`src/rtl/ct_rtu_ptr_pkg.sv`:
```
// rtl/ct_rtu_ptr_pkg.sv - shared constants and helpers for the RTU retire-pointer counter
package ct_rtu_ptr_pkg;

  localparam int unsigned RTU_PTR_DEPTH   = 96;
  localparam int unsigned RTU_PTR_W       = 7;
  localparam int unsigned RTU_PTR_MAX_INC = 4;
  localparam int unsigned RTU_PTR_INC_W   = 3;

  typedef struct packed {
    logic [31:0] ptr;
    logic        wrap;
  } mod_sum_t;

  // Ring addition: ptr + inc folded back into [0, depth) with the wrap crossing flagged.
  function automatic mod_sum_t mod_add(input logic [31:0] ptr,
                                       input logic [31:0] inc,
                                       input logic [31:0] depth);
    mod_sum_t    r;
    logic [31:0] sum;
    sum = ptr + inc;
    if (sum >= depth) begin
      r.ptr  = sum - depth;
      r.wrap = 1'b1;
    end else begin
      r.ptr  = sum;
      r.wrap = 1'b0;
    end
    return r;
  endfunction

  // Legal parameter set: pointer covers the ring, window fits inside it, count covers the window.
  function automatic bit params_ok(input int unsigned depth,
                                   input int unsigned ptr_w,
                                   input int unsigned max_inc,
                                   input int unsigned inc_w);
    bit ok;
    ok = (depth >= 2) && (ptr_w >= 1) && (ptr_w < 32) && (inc_w >= 1) && (inc_w < 32);
    if (ok) begin
      ok = ((64'd1 << ptr_w) >= 64'(depth)) &&
           (max_inc >= 1) && (max_inc < depth) &&
           ((64'd1 << inc_w) > 64'(max_inc));
    end
    return ok;
  endfunction

endpackage

```
`src/rtl/ct_rtu_onehot_dec.sv`:
```
// rtl/ct_rtu_onehot_dec.sv - pointer to DEPTH-bit one-hot decoder
module ct_rtu_onehot_dec #(
  parameter int unsigned DEPTH = 96,
  parameter int unsigned PTR_W = 7
) (
  input  logic [PTR_W-1:0] ptr,
  output logic [DEPTH-1:0] onehot
);

  // Only codes below DEPTH can light a bit; codes past the ring decode to zero.
  always_comb begin
    onehot = '0;
    for (int i = 0; i < int'(DEPTH); i++) begin
      if (ptr == PTR_W'(i)) onehot[i] = 1'b1;
    end
  end

endmodule

```
`src/rtl/ct_rtu_ptr_expand_cnt.sv`:
```
// rtl/ct_rtu_ptr_expand_cnt.sv - circular retire pointer with registered one-hot and window expansion
module ct_rtu_ptr_expand_cnt
  import ct_rtu_ptr_pkg::*;
#(
  parameter int unsigned DEPTH   = RTU_PTR_DEPTH,
  parameter int unsigned PTR_W   = RTU_PTR_W,
  parameter int unsigned MAX_INC = RTU_PTR_MAX_INC,
  parameter int unsigned INC_W   = RTU_PTR_INC_W
) (
  input  logic             forever_cpuclk,
  input  logic             cpurst,
  input  logic             x_flush,
  input  logic             x_load_vld,
  input  logic [PTR_W-1:0] x_load_ptr,
  input  logic             x_load_wrap,
  input  logic             x_inc_vld,
  input  logic [INC_W-1:0] x_inc_num,
  output logic [PTR_W-1:0] x_ptr,
  output logic             x_ptr_wrap,
  output logic [DEPTH-1:0] x_ptr_expand,
  output logic [DEPTH-1:0] x_win_expand,
  output logic             x_err
);

  if (!params_ok(DEPTH, PTR_W, MAX_INC, INC_W)) begin : g_param_err
    $error("ct_rtu_ptr_expand_cnt: illegal DEPTH/PTR_W/MAX_INC/INC_W combination");
  end

  localparam logic [PTR_W:0]   DEPTH_EXT = (PTR_W + 1)'(DEPTH);
  localparam logic [INC_W-1:0] MAX_NUM   = INC_W'(MAX_INC);
  localparam logic [DEPTH-1:0] WIN_RST   = {{(DEPTH - MAX_INC){1'b0}}, {MAX_INC{1'b1}}};

  logic [PTR_W-1:0] ptr_q, ptr_d;
  logic             wrap_q, wrap_d;
  logic [DEPTH-1:0] ptr_exp_q, ptr_exp_d;
  logic [DEPTH-1:0] win_exp_q, win_exp_d;
  logic             err_q, err_d;

  mod_sum_t         inc_sum;
  logic [31:0]      unused_sum_hi;
  logic [DEPTH-1:0] next_onehot;

  assign unused_sum_hi = inc_sum.ptr;

  // Next pointer by priority: flush, then load, then increment; illegal requests hold and flag.
  always_comb begin
    ptr_d   = ptr_q;
    wrap_d  = wrap_q;
    err_d   = 1'b0;
    inc_sum = mod_add(32'(ptr_q), 32'(x_inc_num), 32'(DEPTH));
    if (x_flush) begin
      ptr_d  = '0;
      wrap_d = 1'b0;
    end else if (x_load_vld) begin
      if ({1'b0, x_load_ptr} < DEPTH_EXT) begin
        ptr_d  = x_load_ptr;
        wrap_d = x_load_wrap;
      end else begin
        err_d = 1'b1;
      end
    end else if (x_inc_vld) begin
      if (x_inc_num > MAX_NUM) begin
        err_d = 1'b1;
      end else begin
        ptr_d  = inc_sum.ptr[PTR_W-1:0];
        wrap_d = wrap_q ^ inc_sum.wrap;
      end
    end
  end

  ct_rtu_onehot_dec #(
    .DEPTH (DEPTH),
    .PTR_W (PTR_W)
  ) u_next_dec (
    .ptr    (ptr_d),
    .onehot (next_onehot)
  );

  // Expansions come from the same next pointer as ptr_q so all outputs agree every cycle.
  always_comb begin
    ptr_exp_d = next_onehot;
    win_exp_d = '0;
    for (int k = 0; k < int'(MAX_INC); k++) begin
      for (int i = 0; i < int'(DEPTH); i++) begin
        win_exp_d[i] = win_exp_d[i] | next_onehot[(i + int'(DEPTH) - k) % int'(DEPTH)];
      end
    end
  end

  // State register; reset wins over every request in the same cycle.
  always_ff @(posedge forever_cpuclk) begin
    if (cpurst) begin
      ptr_q     <= '0;
      wrap_q    <= 1'b0;
      ptr_exp_q <= {{(DEPTH - 1){1'b0}}, 1'b1};
      win_exp_q <= WIN_RST;
      err_q     <= 1'b0;
    end else begin
      ptr_q     <= ptr_d;
      wrap_q    <= wrap_d;
      ptr_exp_q <= ptr_exp_d;
      win_exp_q <= win_exp_d;
      err_q     <= err_d;
    end
  end

  assign x_ptr        = ptr_q;
  assign x_ptr_wrap   = wrap_q;
  assign x_ptr_expand = ptr_exp_q;
  assign x_win_expand = win_exp_q;
  assign x_err        = err_q;

endmodule

```
`config.mk`:
```
export PLATFORM = sky130hd
export DESIGN_NAME = ct_rtu_ptr_expand_cnt
export DESIGN_NICKNAME = d
export VERILOG_FILES = /design/src/rtl/ct_rtu_ptr_pkg.sv /design/src/rtl/ct_rtu_onehot_dec.sv /design/src/rtl/ct_rtu_ptr_expand_cnt.sv
export SDC_FILE = /design/constraint.sdc
export NUM_CORES = 1
export LEC_CHECK = 0
export BUFFER_PORTS_ARGS = -buffer_cell sky130_fd_sc_hd__buf_2
export CAP_MARGIN = 15
export CORE_AREA = 2 2 144 111
export CTS_BUF_LIST = sky130_fd_sc_hd__clkbuf_8
export CTS_CLUSTER_SIZE = 8
export DETAILED_ROUTE_END_ITERATION = 6
export DIE_AREA = 0 0 146 113
export GPL_ROUTABILITY_DRIVEN = 0
export PLACE_DENSITY = 0.71
export RECOVER_POWER = 50
export SLEW_MARGIN = 20
export SYNTH_ARGS = -nofsm -noshare
export SYNTH_HDL_FRONTEND = slang
export SYNTH_SLANG_ARGS = --single-unit
```
`constraint.sdc`:
```
create_clock -name forever_cpuclk -period 3.48 [get_ports forever_cpuclk]
set_input_delay 0.174 -clock forever_cpuclk [delete_from_list [all_inputs] [get_ports forever_cpuclk]]
set_output_delay 0.174 -clock forever_cpuclk [all_outputs]
set_load 0.02 [all_outputs]
```
Yosys cells after proc, flatten, opt, wreduce, memory -nomap -nowiden. Index checks and enable logic that the tools add are counted.

Logic and storage cells: 510. Register bits after elaboration: 201. Input bits: 16.

Reduce and logical (&&, ||, !) cells: 4. Multiplexer cells: 110. Bitwise logic cells: 289. Equality and inequality tests: 97. Add/subtract/negate cells: 2. Magnitude comparators: 3.

Operators with widths (number): bitwise OR 1 bit (288); equality test 7 x 6 -> 1 bit (second input constant) (32); equality test 7 bit (second input constant) (32); equality test 7 x 5 -> 1 bit (second input constant) (16); 2-to-1 mux 1 bit (104); equality test 7 x 4 -> 1 bit (second input constant) (8); 2-to-1 mux 7 bit (5); equality test 7 x 3 -> 1 bit (second input constant) (4); equality test 7 x 2 -> 1 bit (second input constant) (2); adder 7 x 3 -> 8 bit (1); >= comparator 8 x 7 -> 1 bit (second input constant) (1); 2-to-1 mux 8 bit (1); equality test 7 x 1 -> 1 bit (second input constant) (1); zero test 7 bit (1); < comparator 7 bit (second input constant) (1); subtractor 7 bit (second input constant) (1); greater-than comparator 3 bit (second input constant) (1); AND reduction 3 bit (1); != test 2 x 1 -> 1 bit (second input constant) (1); != test 2 bit (second input constant) (1); nonzero test 2 bit (1); OR reduction 2 bit (1); bitwise XOR 1 bit (1).

Logic depth before layout (Yosys ltp).
Depth after elaboration: 12. Mapped depth: 13. Gate-level depth less buffers: 10.

Hierarchy. A second synthesis with hierarchy kept.

Cell total of the unflattened synthesis: 640. Area total of the unflattened synthesis: 6682.7 sq um.

By module, submodules not included: ct_rtu_ptr_expand_cnt (seq. area each 4023.9 sq um, times used 1, cells each 503, area each 5994.5 sq um); ct_rtu_onehot_dec (seq. area each 0.0 sq um, times used 1, cells each 137, area each 688.2 sq um).

Worst setup path before layout. Ideal clock, no wire load.

Kind: flip-flop to flip-flop. From: register ptr_q[0] (netlist: x_ptr[0]). To: register win_exp_q[17] (netlist: x_win_expand[17]). Data arrival time: 2899 ps. Cell stages (with the launch flop): 12. Path buffers: 1. Slack: 447 ps. Path through: dfxtp_1 -> ha_1 -> inv_1 -> fa_1 -> nor2b_1 -> nor2_1 -> or4_1 -> o211a_1 -> buf_2 -> nand3_2 -> nor2_1 -> or4_1.

Cells in the longest elaborated chain, start to end: 12. Elaborated cells between the ends (all ways): 20. Those cells by class: 2 x add/sub; 1 x order compare; 4 x eq/ne; 10 x mux; 3 x bitwise.

Ends and longest elaborated chain: start, declared (line ct_rtu_ptr_expand_cnt.sv:33) `logic [PTR_W-1:0] ptr_q, ptr_d;`; start signal, assigned (line ct_rtu_ptr_expand_cnt.sv:99) `ptr_q <= ptr_d;`; adder 7 x 3 -> 8 bit (line ct_rtu_ptr_pkg.sv:20) `sum = ptr + inc;`; subtractor 7 bit / >= comparator 8 x 7 -> 1 bit (equally long branches) (line ct_rtu_ptr_pkg.sv:22, ct_rtu_ptr_pkg.sv:21); 2-to-1 mux 8 bit (line ct_rtu_ptr_pkg.sv:21) `if (sum >= depth) begin`; 2-to-1 mux 7 bit (line ct_rtu_ptr_expand_cnt.sv:62) `if (x_inc_num > MAX_NUM) begin`; 2-to-1 mux 7 bit (line ct_rtu_ptr_expand_cnt.sv:61) `end else if (x_inc_vld) begin`; 2-to-1 mux 7 bit * (line ct_rtu_ptr_expand_cnt.sv:54) `end else if (x_load_vld) begin`; 2-to-1 mux 7 bit * (line ct_rtu_ptr_expand_cnt.sv:51) `if (x_flush) begin`; equality test 7 x 5 -> 1 bit (line ct_rtu_onehot_dec.sv:14) `if (ptr == PTR_W'(i)) onehot[i] = 1'b1;`; 2-to-1 mux 1 bit (line ct_rtu_onehot_dec.sv:14); bitwise OR 1 bit (2 in a row) (line ct_rtu_ptr_expand_cnt.sv:85) `win_exp_d[i] = win_exp_d[i] | next_onehot[(i + int'(DEPTH) - k) % int'(DEPTH)];`; bitwise OR 1 bit * (line ct_rtu_ptr_expand_cnt.sv:85); end signal, assigned (line ct_rtu_ptr_expand_cnt.sv:102) `win_exp_q <= win_exp_d;`; end, declared (line ct_rtu_ptr_expand_cnt.sv:36) `logic [DEPTH-1:0] win_exp_q, win_exp_d;`.

Mark *: on every way between the ends. The rest lies on a longest branch, timed or not. A chain may end at the register's enable or synchronous reset.

Final worst setup path. Same ends and word-level chain as after synthesis.

==> metrics.txt <==
status completed; cell depth of the worst min-delay path 2; number of inserted diodes 0; Sequential Area 4020 sq um; clock period minus final worst setup slack 3.24 ns; initial core utilization 0.442; worst-margin pin slew 0.977 ns; Max stage delay cell, worst path sky130_fd_sc_hd__a41oi_1; register-to-register setup slack 0.24 ns; total clock buffers created by CTS 30; maximum level of the CTS H-tree 1; ordered cell list for the critical path ha_1 -> inv_1 -> fa_1 -> xnor2_1 -> nor4_1 -> or3_1 -> a41oi_1 -> nor2_1 -> or4_1; type of element launching the critical path flop; drt total wl 20,700 um; count of distinct cell types in the synthesized netlist 75; Worst Slack Setup Final 0.235 ns; post-synth top area cell sky130_fd_sc_hd__dfxtp_1; width of the die 146 um; Top delay family on crit path simple AND/OR/NAND/NOR gates; met1 GRT Util 0.348; final count of negative-setup-slack endpoints 0; global-route wire length before repair 31,900 um; maximum number of pins on one net before global-route repair 31; global route hottest layer met2; period utilisation layout 0.932; routed length per placed instance 18.8 um; worst hold slack across all endpoints 0.113 ns; iteration-0 DRC count of the detailed router 473; maximum clock frequency 0.308 GHz; count of flip-flops with a built-in enable after synthesis 0; Logic pwr share 0.096; GR Layer Usage met2 0.382; chip height 113 um; final number of hold-violating endpoints 0; register share of total power 0.532; via count of the first global-routing pass 5,635; Final HPWL DP 14,800 um; Final Skew 0.0280 ns; number of antenna violations at the first check in global routing 0; Syn-to-layout area delta 24.1%; NumNets Final 909; Reg2Reg Capture Point x_win_expand[17]; non-filler instance count after layout 1,102; CTS tree built; Root Driver sky130_fd_sc_hd__clkbuf_8; Worst-path clk slew 0.06 ns; clock buffer depth 3; count of buffers inserted at the top-level ports 216; Mapped Cells 661; global routing usage summed across all routing layers 0.246; per-cell via count in the routed design 5.24; Max transition margin 0.349; Clk pwr share 0.372; post-route ant nets 0; path type of the worst min-delay path primary input to flop; core region area 15,000 sq um; synthesized area per cell 10.1 sq um; Synth Register Bits 201; share of layout cells above drive strength 1 0.138; number of instances in the placed design 1,060; Crit Reg-Reg Startpoint x_ptr[0]; met3 layer usage reported by global route 0.0605; Crit path depth 9; DP Worst Slack 0.202 ns; Crit path required time 3.89 ns; logic depth of the worst register-to-register path 9; category of the most critical setup path flop to flop; RSZ-0062 raised after global routing false; synthesis warning total 0; fraction of synthesized cell area taken by the top area cell type 0.605; crit-path max cell delay 0.58 ns; net switching share of the total power 0.257; number of vias after detailed routing 5,769; P_sw 1.13 mW; power density cells 535 nW/um^2; Detailed Routing Iterations Pass 1 7; Ports 217; Cell Int Power 3.28 mW; grt ovf 0; hold path startpoint cpurst; static leakage 3.09 nW; number of max-cap violations 0; Async S/R FF share, synth 0; # fillers 1,525; post-detailed-route DRC marker count 0; worst-path fanout max 5; post-synthesis cell area 6650 sq um; floorplan die area 16,500 sq um; number of nets in the synthesized netlist 681; register area share after synthesis 0.605; setup TNS 0 ns; total power consumption of the routed design 4.42 mW; endpoint of the worst hold-timing path x_ptr[6]; number of buffers and inverters on the critical path 1; row cnt 39; type of element capturing the critical path flop; crit path DAT 3.66 ns; final max-slew violation count 0; number of clock sinks seen by CTS 201; primary flip-flop cell chosen by synthesis mapping sky130_fd_sc_hd__dfxtp_1; most area-consuming cells after synthesis sky130_fd_sc_hd__dfxtp_1 61%, sky130_fd_sc_hd__nor2_1 7.6%, sky130_fd_sc_hd__nor3_1 2.6%; combined area of the multi-input logic cells 2320 sq um; VDD IR max 0.294 mV; worst-skew pair later-pin latency 0.56 ns
sequential cells by signal (all words and copies together), names as in the netlist:
signal,cells
x_win_expand,96
x_ptr_wrap,1
x_ptr,7
x_err,1
x_ptr_expand,96
cell type report:
cell class | count | area share
clock inverter | 8 | 0.00546
timing repair buffer | 250 | 0.135
inverter | 14 | 0.00637
multi-input combinational | 392 | 0.281
sequential | 201 | 0.488
clock buffer | 32 | 0.0534
tap | 205 | 0.0311
worst max path at each step:
stage,from,end,slack [ns]
2_1_floorplan,x_ptr[0],x_win_expand[17],0.45
3_3_place_gp,x_ptr[0],x_ptr_expand[75],0.30
3_5_place_dp,x_ptr[0],x_ptr_expand[75],0.20
4_1_cts,x_ptr[0],x_ptr_expand[71],0.18
5_1_grt,x_ptr[0],x_win_expand[0],0.03
6_report,x_ptr[0],x_win_expand[17],0.24
cells in the final DEF (no fill, tap or decap), drive strengths merged, types with 6 or more instances in the layout:
master / instances
o211ai: 6
a21o: 6
nand2b: 6
clkbuf: 232
or3: 11
o22ai: 18
o21ai: 16
inv: 19
nand3: 17
buf: 49
or2: 13
a21oi: 16
nand2: 19
nor4: 6
dfxtp: 201
nor2: 137
nor3: 40
synth_stat cells, types with 6 or more instances:
| cell type | number |
|---|---|
| sky130_fd_sc_hd__clkbuf_1 | 29 |
| sky130_fd_sc_hd__dfxtp_1 | 201 |
| sky130_fd_sc_hd__nor3_1 | 34 |
| sky130_fd_sc_hd__or3_1 | 11 |
| sky130_fd_sc_hd__nand2_1 | 18 |
| sky130_fd_sc_hd__or2_2 | 9 |
| sky130_fd_sc_hd__inv_1 | 14 |
| sky130_fd_sc_hd__o211ai_1 | 6 |
| sky130_fd_sc_hd__nand3_1 | 14 |
| sky130_fd_sc_hd__a21oi_1 | 15 |
| sky130_fd_sc_hd__o22ai_1 | 17 |
| sky130_fd_sc_hd__o21ai_0 | 12 |
| sky130_fd_sc_hd__buf_2 | 16 |
| sky130_fd_sc_hd__nor4_1 | 6 |
| sky130_fd_sc_hd__a21o_1 | 6 |
| sky130_fd_sc_hd__nand2b_1 | 6 |
| sky130_fd_sc_hd__nor2_1 | 135 |
what timing repair did:
item	CTS	global route
buffers inserted	0	1
hold buffers	1	0
endpoints found under the setup margin	0	24
resized for setup	0	2
hold endpoints to repair	1	0
routing by layer:
metal / wire [um] / vias to the layer above / part of all wire
li1: - / 2703 / -
met1: 9240 / 2736 / 0.45
met2: 9210 / 300 / 0.45
met3: 1850 / 30 / 0.090
met4: 381 / 0 / 0.018
met5: 0 / - / 0
logic make-up after synthesis:
logic type	Yosys count	synth area share
compound gates	107	0.125
xor+xnor	5	0.00659
fa+ha+maj	4	0.00866
buf+inv	68	0.0482
flops	201	0.605
mux	2	0.00320
simple gates	274	0.203
power groups by stage:
stage / sequential, mW / clock (mW) / combinational (mW)
4_1_cts: 2.35 / 1.68 / 0.426
5_1_grt: 2.35 / 1.79 / 0.455
6_report: 2.35 / 1.64 / 0.426
2_1_floorplan: 2.43 / 0 / 0.234
3_3_place_gp: 2.40 / 0 / 0.420
3_5_place_dp: 2.40 / 0 / 0.423
per-stage QoR:
step           instance area, sq um   util
6_report                       8250  0.549
4_1_cts                        8490  0.565
3_5_place_dp                   7990  0.532
5_1_grt                        8250  0.549
2_1_floorplan                  6650      -
3_3_place_gp                   7990  0.532
No activity file was read; power rests on OpenSTA's default activity.
